File: src/rtl/mult_wb_if.sv
// Issue/result bundle between the operand source, the multiplier and the
// RegisterFile write port.
interface mult_wb_if #(
    parameter int unsigned WIDTH  = 32,
    parameter int unsigned ADDR_W = 5
);
    logic              start;
    logic              signed_op;
    logic [WIDTH-1:0]  op_a;
    logic [WIDTH-1:0]  op_b;
    logic [ADDR_W-1:0] dest_reg;
    logic              busy;
    logic              done;
    logic [WIDTH-1:0]  hi;
    logic [WIDTH-1:0]  lo;
    logic [ADDR_W-1:0] wb_reg;
    logic [WIDTH-1:0]  wb_data;
    logic              wb_en;

    modport master (
        output start, signed_op, op_a, op_b, dest_reg,
        input  busy, done, hi, lo, wb_reg, wb_data, wb_en
    );

    modport slave (
        input  start, signed_op, op_a, op_b, dest_reg,
        output busy, done, hi, lo, wb_reg, wb_data, wb_en
    );
endinterface

File: src/rtl/mult_wb_unit.sv
// Iterative shift-add multiplier producing a 2*WIDTH product in hi/lo and a
// RegisterFile write-back request for the low word.
module mult_wb_unit #(
    parameter int unsigned WIDTH  = 32,
    parameter int unsigned ADDR_W = 5
) (
    input logic      clk,
    input logic      rst,
    mult_wb_if.slave bus
);
    localparam int unsigned PW = 2 * WIDTH;
    localparam int unsigned CW = $clog2(WIDTH + 1);

    typedef enum logic [1:0] {
        IDLE = 2'd0,
        RUN  = 2'd1,
        DONE = 2'd2
    } state_t;

    state_t state;
    state_t state_nxt;

    logic [PW-1:0]     mcand;
    logic [WIDTH-1:0]  mplier;
    logic [PW-1:0]     acc;
    logic              neg;
    logic [CW-1:0]     cnt;

    logic              busy;
    logic              done;
    logic              wb_en;
    logic [WIDTH-1:0]  hi;
    logic [WIDTH-1:0]  lo;
    logic [WIDTH-1:0]  wb_data;
    logic [ADDR_W-1:0] wb_reg;

    logic              load_c;
    logic              step_c;
    logic              finish_c;
    logic              last_c;
    logic [WIDTH-1:0]  a_mag_c;
    logic [WIDTH-1:0]  b_mag_c;
    logic              neg_c;
    logic [PW-1:0]     product_c;

    // State register
    always_ff @(posedge clk) begin
        if (rst) begin
            state <= IDLE;
        end else begin
            state <= state_nxt;
        end
    end

    // Next-state logic; cnt reaching WIDTH means all iterations have been applied
    assign last_c = (cnt == CW'(WIDTH));

    always_comb begin
        state_nxt = state;
        case (state)
            IDLE:    if (bus.start) state_nxt = RUN;
            RUN:     if (last_c)    state_nxt = DONE;
            DONE:    state_nxt = IDLE;
            default: state_nxt = IDLE;
        endcase
    end

    // Control strobes decoded from the current state
    always_comb begin
        load_c   = 1'b0;
        step_c   = 1'b0;
        finish_c = 1'b0;
        case (state)
            IDLE:    load_c   = bus.start;
            RUN: begin
                step_c   = !last_c;
                finish_c = last_c;
            end
            default: ;
        endcase
    end

    // Operand magnitudes; the most negative value maps onto itself as unsigned
    always_comb begin
        a_mag_c = bus.op_a;
        b_mag_c = bus.op_b;
        neg_c   = 1'b0;
        if (bus.signed_op) begin
            if (bus.op_a[WIDTH-1]) a_mag_c = WIDTH'(~bus.op_a + WIDTH'(1));
            if (bus.op_b[WIDTH-1]) b_mag_c = WIDTH'(~bus.op_b + WIDTH'(1));
            neg_c = bus.op_a[WIDTH-1] ^ bus.op_b[WIDTH-1];
        end
    end

    assign product_c = neg ? PW'(~acc + PW'(1)) : acc;

    // Datapath and registered outputs
    always_ff @(posedge clk) begin
        if (rst) begin
            mcand   <= '0;
            mplier  <= '0;
            acc     <= '0;
            neg     <= 1'b0;
            cnt     <= '0;
            busy    <= 1'b0;
            done    <= 1'b0;
            wb_en   <= 1'b0;
            hi      <= '0;
            lo      <= '0;
            wb_data <= '0;
            wb_reg  <= '0;
        end else begin
            busy  <= (state_nxt != IDLE);
            done  <= finish_c;
            wb_en <= finish_c && (wb_reg != '0);

            if (load_c) begin
                mcand  <= PW'(a_mag_c);
                mplier <= b_mag_c;
                acc    <= '0;
                neg    <= neg_c;
                cnt    <= '0;
                wb_reg <= bus.dest_reg;
            end

            if (step_c) begin
                if (mplier[0]) acc <= acc + mcand;
                mcand  <= {mcand[PW-2:0], 1'b0};
                mplier <= {1'b0, mplier[WIDTH-1:1]};
                cnt    <= cnt + CW'(1);
            end

            if (finish_c) begin
                hi      <= product_c[PW-1:WIDTH];
                lo      <= product_c[WIDTH-1:0];
                wb_data <= product_c[WIDTH-1:0];
            end
        end
    end

    assign bus.busy    = busy;
    assign bus.done    = done;
    assign bus.wb_en   = wb_en;
    assign bus.hi      = hi;
    assign bus.lo      = lo;
    assign bus.wb_data = wb_data;
    assign bus.wb_reg  = wb_reg;
endmodule
File: src/flat_wrapper.sv
// flat-port wrapper written by rule: the top's interface ports become plain ports
module mult_wb_unit_flat 
#(
    parameter int unsigned WIDTH  = 32,
    parameter int unsigned ADDR_W = 5
)
  (clk, rst, bus_start, bus_signed_op, bus_op_a, bus_op_b, bus_dest_reg, bus_busy, bus_done, bus_hi, bus_lo, bus_wb_reg, bus_wb_data, bus_wb_en);
  mult_wb_if #(.WIDTH(WIDTH), .ADDR_W(ADDR_W)) bus_i ();
  input logic clk;
  input logic rst;
  input wire logic [$bits(bus_i.start)-1:0] bus_start;
  input wire logic [$bits(bus_i.signed_op)-1:0] bus_signed_op;
  input wire logic [$bits(bus_i.op_a)-1:0] bus_op_a;
  input wire logic [$bits(bus_i.op_b)-1:0] bus_op_b;
  input wire logic [$bits(bus_i.dest_reg)-1:0] bus_dest_reg;
  output wire logic [$bits(bus_i.busy)-1:0] bus_busy;
  output wire logic [$bits(bus_i.done)-1:0] bus_done;
  output wire logic [$bits(bus_i.hi)-1:0] bus_hi;
  output wire logic [$bits(bus_i.lo)-1:0] bus_lo;
  output wire logic [$bits(bus_i.wb_reg)-1:0] bus_wb_reg;
  output wire logic [$bits(bus_i.wb_data)-1:0] bus_wb_data;
  output wire logic [$bits(bus_i.wb_en)-1:0] bus_wb_en;
  assign bus_i.start = bus_start;
  assign bus_i.signed_op = bus_signed_op;
  assign bus_i.op_a = bus_op_a;
  assign bus_i.op_b = bus_op_b;
  assign bus_i.dest_reg = bus_dest_reg;
  assign bus_busy = bus_i.busy;
  assign bus_done = bus_i.done;
  assign bus_hi = bus_i.hi;
  assign bus_lo = bus_i.lo;
  assign bus_wb_reg = bus_i.wb_reg;
  assign bus_wb_data = bus_i.wb_data;
  assign bus_wb_en = bus_i.wb_en;
  mult_wb_unit #(.WIDTH(WIDTH), .ADDR_W(ADDR_W)) u_core (.clk(clk), .rst(rst), .bus(bus_i));
endmodule
File: config.mk
export PLATFORM = sky130hd
export DESIGN_NAME = mult_wb_unit_flat
export DESIGN_NICKNAME = d
export VERILOG_FILES = /design/src/rtl/mult_wb_if.sv /design/src/rtl/mult_wb_unit.sv /design/src/flat_wrapper.sv
export SDC_FILE = /design/constraint.sdc
export NUM_CORES = 1
export LEC_CHECK = 0
export ABC_AREA = 1
export BUFFER_PORTS_ARGS = -buffer_cell sky130_fd_sc_hd__buf_4
export CAP_MARGIN = 20
export CORE_MARGIN = 2
export CORE_UTILIZATION = 30
export CTS_BUF_LIST = sky130_fd_sc_hd__clkbuf_8
export CTS_CLUSTER_DIAMETER = 150
export DETAILED_ROUTE_END_ITERATION = 6
export SYNTH_ARGS = -nofsm -noshare
export SYNTH_HDL_FRONTEND = slang
export SYNTH_SLANG_ARGS = --single-unit
File: constraint.sdc
create_clock -name clk -period 3.8 [get_ports clk]
set_input_delay 0.19 -clock clk [delete_from_list [all_inputs] [get_ports clk]]
set_output_delay 0.19 -clock clk [all_outputs]
set_load 0.05 [all_outputs]
==> metrics.md <==
| Metric | Value |
|---|---|
| Syn Nets | `roughly 3300` |
| Dominant cells by area after synthesis | `dfxtp_1 (26%), nand2_1 (17%), inv_1 (9.1%)` |
| Maximum clock rate | `0.3863 GHz` |
| Post-synth EDFFs | `0` |
| Initial antenna violation count | `1` |
| Routed WL | `66350 um` |
| CP max stage delay | `0.84 ns` |
| First-pass GRT wire length | `102600 um` |
| Gate power share | `19.3%` |
| TritonCTS clock tree | `built` |
| Register area | `4826 um2` |
| Setup slack after layout | `about 1.2 ns` |
| Final Instance Count excl. Fillers | `4125` |
| Unrepaired setup endpoints after global routing | `false` |
| Gr ovfl total | `0` |
| Fillers | `6795` |
| Pwr/cell area | `332.3 nW/um2` |
| M2 GR Usage | `33.96%` |
| GRT busiest layer | `met2` |
| Die width | `around 250 um` |
| Clock-pin slew on the worst setup and hold paths | `0.06 ns` |
| Residual DRC | `0` |
| Fin nets | `3437` |
| Vias/cell | `around 4.9` |
| Main combinational cell family by area after synthesis | `simple AND/OR/NAND/NOR gates` |
| Mapped cell area | `around 19000 um2` |
| Postcts setup bufs | `0` |
| Crit path max-delay family | `buffers and inverters` |
| Worst-path fanout max | `100` |
| Die Y | `252.4 um` |
| Psw | `2.308 mW` |
| Layout area overhead | `18.99%` |
| Cell count after synthesis | `about 3100` |
| Sw frac | `31.55%` |
| Post-Synth Simple-Gate Area | `35.60%` |
| Class of the worst hold path | `input port to flop` |
| IO Pins | `177` |
| Cell area after layout | `between 20000 and 25000 um2` |
| Drt first pass iters | `6` |
| Max clock buf depth | `3` |
| Placed Area | `20270 um2` |
| Netlist cell types | `55` |
| Root buffer cell | `clkbuf_8` |
| DP Wirelength | `50740 um` |
| Most used flip-flop cell after synthesis | `dfxtp_1` |
| Share of the synthesized area in the top cell type | `26.07%` |
| Max-cap violation count | `0` |
| Min Clock Period, post-route | `2.589 ns` |
| CTS H-Tree Depth | `2` |
| Setup TNS | `0 ns` |
| Worst Tran Pin Value | `roughly 1.1 ns` |
| Synth async-reset ratio | `0%` |
| Core area | `slightly above 60000 um2` |
| Met3 Resource Use GR | `2.585%` |
| WP data arrival | `3.10 ns` |
| Sequential-to-total area share from yosys stat | `26.07%` |
| Final Setup Violations | `0` |
| GPL Wtd Cong | `around 1` |
| Initial DRC count | `1429` |
| Flop pwr share | `37.2%` |
| Final Util | `~36%` |
| Footprint of the multi-input gates | `11260 um2` |
| PortBufs | `176` |
| Site Rows | `about 90` |
| WL per Instance | `~16 um` |
| Post-synth top area cell | `dfxtp_1` |
| Worst setup path class | `flop to flop` |
| Fin. max-slew vios | `0` |
| Antenna Violating Nets Remaining | `0` |
| P_leak | `10.57 nW` |
| Hold buffer count at cts | `59` |
| Final hold violations | `0` |
| Status | `complete, no violations` |
| WHS | `0.04626 ns` |
| Multiplexer share of the synthesized area | `0%` |
| Post-synthesis xor/xnor area fraction | `2.697%` |
| Synthesis warning total | `0` |
| #FFs+latches synth | `around 240` |
| Post-Synth Adder-Cell Area | `4.705%` |
| Number of CTS-inserted buffers | `47` |
| Routed vias | `20230` |
| Clock power frac | `43.5%` |
| Post-CTS Resized | `0` |
| Share of cells above drive strength 1 | `10.20%` |
| Starting Density | `30.16%` |
| Part of the cycle the worst path needs | `68.12%` |
| Die area | `approximately 64000 um2` |
| Biggest registers after layout | `u_core.acc x64, u_core.mcand x64` |
| Final Power | `7.318 mW` |
| Cell chain of the critical path | `inv_1 -> ha_1 -> nand3_1 -> inv_2 -> nor2_4 -> buf_4 -> nand2_1 -> nor2_1 -> a22oi_1 -> a311oi_1` |
| Setup slack at placement | `1.202 ns` |
| CP Buf/Inv Count | `3` |
| Worst R2R Setup Slack | `~1.2 ns` |
| Clock Skew | `0.03174 ns` |
| Req. time, crit path | `4.32 ns` |
| Syn_area_per_cell | `5.902 um2` |
| GRT Util Overall | `between 20% and 30%` |
| Startpoint Class | `flop` |
| Clk_lat worst skew | `0.64 ns` |
| Slew headroom | `29.18%` |
| Critical path endpoint category | `flop` |
| Largest net degree at the start of global routing | `~110` |
| Number of global-route vias before repair | `18640` |
| Clock Sinks | `241` |
| VDD IR max | `approximately 0.22 mV` |
| Cell-internal power | `5.009 mW` |
| Placed insts | `3977` |
| Met1 Track Usage GR | `26.43%` |
| CP max-delay cell | `buf_4` |
| Synth Area in Compound Gates | `17.77%` |
==> kinds of logic (layout without fill, tap and decap cells) <==
| kind of cell | after synthesis | count (layout) |
|---|---|---|
| other | 0 | 1 |
| adders and majority gates | 69 | 69 |
| buffers and inverters | 601 | 799 |
| DFF | 241 | 241 |
| xor gates and xnor gates | 57 | 57 |
| AOI/OAI and AO/OA | 600 | 600 |
| and+or+nand+nor | 1568 | 1568 |
==> per-layer routing <==
layer  up-vias  share of wire [%]
met5         -                  0
met4         0                3.8
met1      9118                 45
met2       612                 45
li1      10390                  -
met3       117                6.2
==> worst min-delay path: stages <==
cell and delay (ns):
buf_4 0.09, nor3_2 0.05, o21ai_0 0.14, nand3_1 0.07, a31oi_1 0.12
==> synth_stat cells, types with 20 or more instances <==
master / instances
nand2_1: 832
inv_1: 447
nor2_1: 392
a21oi_1: 276
dfxtp_1: 241
nand3_1: 193
o21ai_0: 179
ha_1: 68
xor2_1: 52
clkbuf_1: 50
nor3_1: 42
buf_2: 41
nand4_1: 39
a31oi_1: 37
buf_4: 34
o21bai_1: 21
o211ai_1: 20
==> cell type report <==
type	count	share of cell area [%]
inverter	459	7.823
clock buffer	61	3.812
antenna	1	0.01136
multi-input combinational	2294	51.14
tap	790	4.488
clock inverter	27	1.432
sequential	241	21.91
timing repair buffer	252	9.374
==> layout by cell type, fill, tap and decap left out, types with 6 or more instances in the layout <==
cell	netlist	routed
ha_1	68	68
buf_4	34	191
nor2_1	392	390
nand2_1	832	832
inv_1	447	456
nand3_1	193	193
nor3_1	42	42
clkinv_2	0	7
bufinv_16	0	7
a31oi_1	37	37
inv_2	11	12
nor2_4	9	11
xor2_1	52	52
nand3_2	7	7
o221ai_1	6	6
dlygate4sd3_1	0	59
o22ai_1	16	16
clkbuf_8	0	61
a21o_1	6	6
o21ai_0	179	179
o211ai_1	20	20
nand3b_1	11	11
o21bai_1	21	21
nand2_2	6	6
or2_2	9	9
nor2_2	8	8
a21oi_1	276	276
nand4_1	39	39
dfxtp_1	241	240
o21ai_1	17	17
==> power by group through the flow <==
| stage | Clock [mW] | Sequential (mW) | Combinational, mW |
|---|---|---|---|
| 2_1_floorplan | 0 | 2.74 | 0.915 |
| 3_3_place_gp | 0 | 2.77 | 1.34 |
| 3_5_place_dp | 0 | 2.78 | 1.34 |
| 4_1_cts | 3.26 | 2.72 | 1.40 |
| 5_1_grt | 3.37 | 2.73 | 1.56 |
| 6_report | 3.18 | 2.72 | 1.41 |
==> path summary, 6_finish.rpt <==
path | startpoint | to | cells past startpoint
setup / recovery | u_core.cnt[0] | u_core.cnt[5] | 10
hold reg to reg | u_core.mplier[31] | u_core.mplier[31] | 2
setup reg to reg | u_core.cnt[0] | u_core.cnt[5] | 10
hold / removal | bus_op_a[6] | u_core.mcand[7] | 5
Power figures use the tool's default switching activity.
